File: src/rtl/mem_arbiter_pkg.sv
// Shared types and constants for the two-port data-memory arbiter.
package mem_arbiter_pkg;
  typedef enum logic {IDLE, ACCESS} state_t;

  localparam int PRIO_RR    = 0;
  localparam int PRIO_FIXED = 1;
  localparam int NUM_PORTS  = 2;
endpackage

File: src/rtl/mem_arbiter_arb_rr_sel.sv
// Two-requester winner selection: round-robin by pointer, or fixed priority to port 0.
module arb_rr_sel (
  input  logic       req0,
  input  logic       req1,
  input  logic       ptr,
  input  logic       mode,
  output logic [1:0] gnt
);
  always_comb begin
    gnt = 2'b00;
    if (req0 && req1) gnt = (mode || !ptr) ? 2'b01 : 2'b10;
    else if (req0)    gnt = 2'b01;
    else if (req1)    gnt = 2'b10;
  end
endmodule

File: src/rtl/mem_arbiter.sv
// Two-port arbiter onto a single-cycle data memory; one access per two cycles.
module mem_arbiter
  import mem_arbiter_pkg::*;
#(
  parameter int PRIO_MODE = 0,
  parameter int CNT_W     = 16
) (
  input  logic             clk,
  input  logic             rst,
  input  logic             p0_req,
  input  logic             p0_we,
  input  logic [31:0]      p0_addr,
  input  logic [31:0]      p0_wdata,
  output logic             p0_gnt,
  output logic             p0_rvalid,
  output logic [31:0]      p0_rdata,
  output logic             p0_err,
  output logic [CNT_W-1:0] p0_cnt,
  input  logic             p1_req,
  input  logic             p1_we,
  input  logic [31:0]      p1_addr,
  input  logic [31:0]      p1_wdata,
  output logic             p1_gnt,
  output logic             p1_rvalid,
  output logic [31:0]      p1_rdata,
  output logic             p1_err,
  output logic [CNT_W-1:0] p1_cnt,
  output logic [31:0]      mem_addr,
  output logic [31:0]      mem_wdata,
  output logic             mem_we,
  output logic             mem_rd,
  input  logic [31:0]      mem_rdata
);
  state_t      state, nextState;
  logic        rrPtr;
  logic [1:0]  sel;
  logic [1:0]  gnt;
  logic        cmdWe, cmdPort;
  logic [31:0] cmdAddr, cmdWdata;
  logic [31:0] memAddrQ, memWdataQ;
  logic        winWe;
  logic [31:0] winAddr, winWdata;
  logic        inAccess, aligned;

  logic [NUM_PORTS-1:0]            rvalid, err;
  logic [NUM_PORTS-1:0][31:0]      rdata;
  logic [NUM_PORTS-1:0][CNT_W-1:0] cnt;

  arb_rr_sel uSel (
    .req0 (p0_req),
    .req1 (p1_req),
    .ptr  (rrPtr),
    .mode (PRIO_MODE == PRIO_FIXED),
    .gnt  (sel)
  );

  assign winWe    = sel[1] ? p1_we    : p0_we;
  assign winAddr  = sel[1] ? p1_addr  : p0_addr;
  assign winWdata = sel[1] ? p1_wdata : p0_wdata;

  always_comb begin
    nextState = state;
    gnt       = 2'b00;
    case (state)
      IDLE: if (sel != 2'b00) begin
        gnt       = sel;
        nextState = ACCESS;
      end
      ACCESS: nextState = IDLE;
      default: nextState = IDLE;
    endcase
  end

  always_ff @(posedge clk or posedge rst) begin
    if (rst) begin
      state     <= IDLE;
      rrPtr     <= 1'b0;
      cmdWe     <= 1'b0;
      cmdPort   <= 1'b0;
      cmdAddr   <= '0;
      cmdWdata  <= '0;
      memAddrQ  <= '0;
      memWdataQ <= '0;
    end else begin
      state <= nextState;
      if (gnt != 2'b00) begin
        rrPtr    <= gnt[0];
        cmdWe    <= winWe;
        cmdPort  <= gnt[1];
        cmdAddr  <= winAddr;
        cmdWdata <= winWdata;
        // misaligned commands never reach the memory bus, so its lines keep their old values
        if (winAddr[1:0] == 2'b00) begin
          memAddrQ  <= winAddr;
          memWdataQ <= winWdata;
        end
      end
    end
  end

  assign inAccess  = (state == ACCESS);
  assign aligned   = (cmdAddr[1:0] == 2'b00);
  assign mem_we    = inAccess && aligned && cmdWe;
  assign mem_rd    = inAccess && aligned && !cmdWe;
  assign mem_addr  = memAddrQ;
  assign mem_wdata = memWdataQ;

  for (genvar i = 0; i < NUM_PORTS; i++) begin : gPort
    logic mine;
    assign mine = inAccess && (cmdPort == 1'(i));

    always_ff @(posedge clk or posedge rst) begin
      if (rst) begin
        rvalid[i] <= 1'b0;
        err[i]    <= 1'b0;
        rdata[i]  <= '0;
        cnt[i]    <= '0;
      end else begin
        rvalid[i] <= mine;
        if (mine) begin
          err[i]   <= !aligned;
          rdata[i] <= (aligned && !cmdWe) ? mem_rdata : 32'h0;
        end
        if (gnt[i] && cnt[i] != {CNT_W{1'b1}}) cnt[i] <= cnt[i] + 1'b1;
      end
    end
  end

  assign p0_gnt    = gnt[0];
  assign p1_gnt    = gnt[1];
  assign p0_rvalid = rvalid[0];
  assign p1_rvalid = rvalid[1];
  assign p0_rdata  = rdata[0];
  assign p1_rdata  = rdata[1];
  assign p0_err    = err[0];
  assign p1_err    = err[1];
  assign p0_cnt    = cnt[0];
  assign p1_cnt    = cnt[1];
endmodule

File: config.mk
export PLATFORM = sky130hd
export DESIGN_NAME = mem_arbiter
export DESIGN_NICKNAME = d
export VERILOG_FILES = /design/src/rtl/mem_arbiter_pkg.sv /design/src/rtl/mem_arbiter_arb_rr_sel.sv /design/src/rtl/mem_arbiter.sv
export SDC_FILE = /design/constraint.sdc
export NUM_CORES = 1
export LEC_CHECK = 0
export BUFFER_PORTS_ARGS = -buffer_cell sky130_fd_sc_hd__buf_4
export CAP_MARGIN = 20
export CORE_AREA = 4 4 127 160
export DETAILED_ROUTE_END_ITERATION = 8
export DIE_AREA = 0 0 131 164
export PLACE_DENSITY = 0.68
export RECOVER_POWER = 25
export SYNTH_ARGS = -nofsm -noshare
export SYNTH_HDL_FRONTEND = slang
export SYNTH_HIERARCHICAL = 1
export SYNTH_SLANG_ARGS = --single-unit
File: constraint.sdc
create_clock -name clk -period 5.4 [get_ports clk]
set_input_delay 0.27 -clock clk [delete_from_list [all_inputs] [get_ports clk]]
set_output_delay 0.27 -clock clk [all_outputs]
set_load 0.01 [all_outputs]
* Word level (Yosys, flattened, before mapping)
Index checks and enable logic that the tools add are counted.
Word-level totals: register bits after elaboration 170, output and inout port bits 168, logic and storage cells 49
Cells by class: add/subtract/negate cells 2, equality and inequality tests 2, mux-type cells 12, bitwise logic cells 2, reduce and logical (&&, ||, !) cells 16
Operator list (number):
- $mux 32 | 3
- $add 16x1->16 const B | 2
- $ne 16x16->1 const B | 2
- $mux 2 | 6
- $logic_and 1x1->1 | 9
- $logic_not 2->1 | 2
- $reduce_bool 2->1 | 2
- $logic_not 1->1 | 2
- $mux 1 | 2
- $not 1->1 | 2
- $pmux 1 s2 | 1
- $reduce_and 2->1 | 1

* Longest topological paths before layout
depth after elaboration 8, mapped depth 9, depth with buffers taken out 6

* Modules after synthesis
Netlist, hierarchy kept.
By module, submodules not included:
- mem_arbiter | times used 1, cells an instance 706, area each 7221.9 um^2, sequential area each 4254.1 um^2
- arb_rr_sel | times used 1, cells an instance 4, area each 30.0 um^2, sequential area each 0.0 um^2

* Least setup slack after synthesis
Ideal clock, no wire load.
path kind register to register, start point register rrPtr, end point register memAddrQ[7] (netlist: mem_addr[7]), library setup time 0.083 ns, arrival time 1.936 ns, setup slack 3.381 ns, cell stages (with the launch flop) 10, period minus slack after synthesis 2.019 ns, cells stage by stage dfrtp_1 > nor2b_4 > o21a_1 > buf_2 > o21bai_1 > o21bai_1 > clkbuf_1 > buf_2 > nand2_1 > o21ai_0
On the way: word-level cells in the longest chain between the ends 7
Ends and longest elaborated chain:
- from (decl) | line mem_arbiter.sv:35 | logic rrPtr;
- from (signal assigned) | line mem_arbiter.sv:87 | rrPtr <= gnt[0];
- $mux 2 * (2 in a row) | line mem_arbiter_arb_rr_sel.sv:11 | if (req0 && req1) gnt = (mode || !ptr) ? 2'b01 : 2'b10;
- net sel[1] | line mem_arbiter.sv:36 | logic [1:0] sel;
- $reduce_bool 2->1 | line mem_arbiter.sv:65 | IDLE: if (sel != 2'b00) begin
- $mux 2 | line mem_arbiter.sv:65
- $mux 2 | line mem_arbiter.sv:64 | case (state)
- $reduce_bool 2->1 | line mem_arbiter.sv:86 | if (gnt != 2'b00) begin
- $reduce_and 2->1 (no line)
- to (signal assigned) | line mem_arbiter.sv:94 | memAddrQ <= winAddr;
- to (decl) | line mem_arbiter.sv:40 | logic [31:0] memAddrQ, memWdataQ;
Mark *: on every way through the listed nets, which the timed path passes. The rest lies on a longest branch. A chain may end at the register's enable or synchronous reset.

==> flow_summary.toml <==
[run_status]
status = "finished, violations left"
violations = "max-capacitance violations, max-slew violations"

[final_layout]
syn2layout_area_growth_pct = 43.2
regArea_sq_mm = 0.00425
layout_commonest_cell = "buf_4"
final_area_sq_mm = 0.0104
multi_input_area_sq_mm = 0.00283
fin_nets = 1198
stdcell_count = 1274
drive_gt1_frac = 0.307
n_antenna_cell = 0
fin_util = 0.555
final_cell_mix = "buf_4 (272), nand2_1 (181), dfrtp_1 (170)"
fillerInstances = 1748

[die]
start_util = 0.388
die_h_um = 164
die_x_um = 131
core_sq_mm = 0.0187
io_pins = 334
rows = 56
dieArea_sq_mm = 0.0215

[synth]
synth_simple_gate_area_frac = 0.156
syn_nets = 878
ys_seq_area_frac = 0.587
syn_area_per_cell_sq_um = 10.2
ys_async_sr_fraction = 1.00
synth-main-ff-cell = "dfrtp_1"
synthAdderAreaFrac = 0.00345
synth_top_area_share = 0.587
synthMuxAreaShare = 0.0949
synth_top_family_by_area = "simple AND/OR/NAND/NOR gates"
ys_types = 43
ys_ff_latch = 170
ys_warn_count = 6
syn_area_sq_mm = 0.00725
synthTopCellsByArea = "dfrtp_1 (59%), nand2_1 (9.4%), o21ai_0 (9.2%), mux2i_1 (9.0%), xor2_1 (1.9%)"
synth_xor_area_frac = 0.0266
synth_enable_flop_cells = 0
synth_compound_area_frac = 0.105
yosysTopAreaCell = "dfrtp_1"
netlist_instances = 710

[power_and_ir_drop]
p_seq_frac = 0.415
power.clock.fraction = 0.266
vdd_drop_max_mv = 0.215
p_comb_frac = 0.319
cellPowerDensity_mw_per_mm2 = 471
power_switching_mw = 1.69
switching_share = 0.346
p_total_mw = 4.89
p_int_mw = 3.20
leakage_nw = 5.11

[global_route]
grt_max_degree = 81
grt_use_total = 0.207
grt_overflow = 0
grt_pass1_vias = 6303
antenna_found_initial = 3
grt-busiest-layer = "met2"
grt_util_met2 = 0.330
grt_pass1_wl_mm = 34.2
met3_usage = 0.0862
use_met1 = 0.260

[setup_path]
critPathLaunch = "rst"
worst_setup_path_start_kind = "primary input"
crit_required_ns = 5.85
crit_fanout = 63
reg2reg_depth = 6
r2r-start = "rrPtr$_DFFE_PP0P_"
arrival_ns = 3.38
r2r_slack_ns = 2.81
cp-end-kind = "async pin"
worstSetupPathType = "primary input to async pin"
reg2reg_to = "mem_wdata[3]$_DFFE_PP0P_"

[placement]
numPlacedInstances = 1240
io_buffers = 333
dp_hpwl_mm = 17.3
dpl_worst_slack_ns = 2.73
gp_congestion = 0.850
place_area_sq_mm = 0.00996

[clock_network]
root_buffer = "clkbuf_16"
cts_setup_buffers = 0
clk_pin_slew_ns = 0.07
ctsResizeCount = 0
numClockSinks = 170
clock_latency_ns = 0.42
clk_path_buf_depth = 2
cts_tree = "yes"
cts_made_buffers = 17
cts_max_level = 4

[sta]
drv_slew = 64
finalCriticalPeriod_ns = 2.93
setup_ws_ns = 2.47
fin_hold_ws_ns = 0.118
fin_crit_sh = 0.542
worst_slew_pin_slew_ns = 2.74
finalSetupTns_ns = 0
hold_viol = 0
finalClockSkew_ns = 0.0142
max_freq_mhz = 342
rsz0062_at_grt = "no"
relSlewSlack = -0.838
finalSetupViolCount = 0

[worst_hold_path]
min_from = "mem_rdata[0]"
min_path_type = "primary input to flip-flop"
hold_path_depth = 3
min_to = "p0_rdata[0]$_DFFE_PP0P_"

[route]
ant_nets = 0
vias = 6222
dr.pass1.iters = 4
wl_per_cell_um = 17.7
drtIter0Drc = 235
drc = 0
wl_mm = 22.6
vias_per_cell = 4.88

[run]
maxCapViolCount = 1
-- power by group through the flow --
| stage | Combinational [mW] | Clock [mW] | Sequential (mW) |
|---|---|---|---|
| 6_report | 1.56 | 1.30 | 2.03 |
| 2_1_floorplan | 0.530 | 0 | 2.21 |
| 4_1_cts | 1.73 | 1.33 | 2.04 |
| 3_5_place_dp | 1.73 | 0 | 2.05 |
| 5_1_grt | 1.75 | 1.38 | 2.09 |
| 3_3_place_gp | 1.70 | 0 | 2.05 |
-- routing by layer --
layer | part of all wire | vias to the layer above | routed length [um]
met4 | 0.011 | 6 | 249
met1 | 0.42 | 2861 | 9450
met3 | 0.11 | 21 | 2550
li1 | - | 3064 | -
met2 | 0.46 | 270 | 10300
met5 | 0.0015 | - | 34
-- how the worst max path moves through the flow --
stage / end / slack, ns / cells after the start
final: p1_rdata[29]$_DFFE_PP0P_ / 2.47 / 4
after global placement: mem_addr[29]$_DFFE_PP0P_ / 2.84 / 6
after floorplan: cmdAddr[0]$_DFFE_PP0P_ / 0.53 / 1
after CTS: mem_wdata[30]$_DFFE_PP0P_ / 2.72 / 6
after global routing: p1_rdata[29]$_DFFE_PP0P_ / 1.92 / 4
after detailed placement: mem_wdata[19]$_DFFE_PP0P_ / 2.73 / 6
-- state kept, by name, indices dropped and copies added, names as in the netlist --
name / cells
rrPtr: 1
p0_cnt: 16
mem_addr: 32
p0_rdata: 32
p0_err: 1
cmdAddr: 2
p1_rvalid: 1
p0_rvalid: 1
inAccess: 1
p1_rdata: 32
mem_wdata: 32
cmdPort: 1
p1_cnt: 16
p1_err: 1
cmdWe: 1
-- kinds of logic (layout without fill, tap and decap cells) --
| logic type | Yosys count | count (layout) |
|---|---|---|
| AOI/OAI and AO/OA | 147 | 147 |
| xor gates and xnor gates | 22 | 22 |
| adders and majority gates | 2 | 2 |
| buffers and inverters | 48 | 380 |
| DFF | 170 | 170 |
| muxes | 68 | 68 |
| other | 1 | 1 |
| and+or+nand+nor | 252 | 252 |
-- cell type report --
type	count	share of cell area
timing repair buffer	341	0.227
tap	232	0.0280
clock buffer	19	0.0417
sequential	170	0.410
multi-input combinational	492	0.272
clock inverter	12	0.0182
inverter	8	0.00301
-- cell usage after synthesis (3+ instances only) --
master      n
nand2_1   181
dfrtp_1   170
o21ai_0   134
mux2i_1    65
clkbuf_1   30
xor2_1     16
nand3_1    11
nand4_1    11
nor2_1     10
inv_1       8
nor3_1      8
buf_2       7
nor4_1      6
xnor2_1     6
and3_1      4
a31oi_1     3
and2_1      3
nand2b_1    3
o21a_1      3
-- worst max-delay path, cell delays in order --
cell and delay [ns]:
dlygate4sd3_1 0.53, clkbuf_4 0.13, clkinvlp_2 1.55, buf_4 0.83
-- repair_timing --
action | 4_1_cts | 5_1_grt
hold endpoints to repair | 61 | 0
setup endpoints to repair | 0 | 0
hold buffers | 1 | 0
No activity file was read; power rests on OpenSTA's default activity.
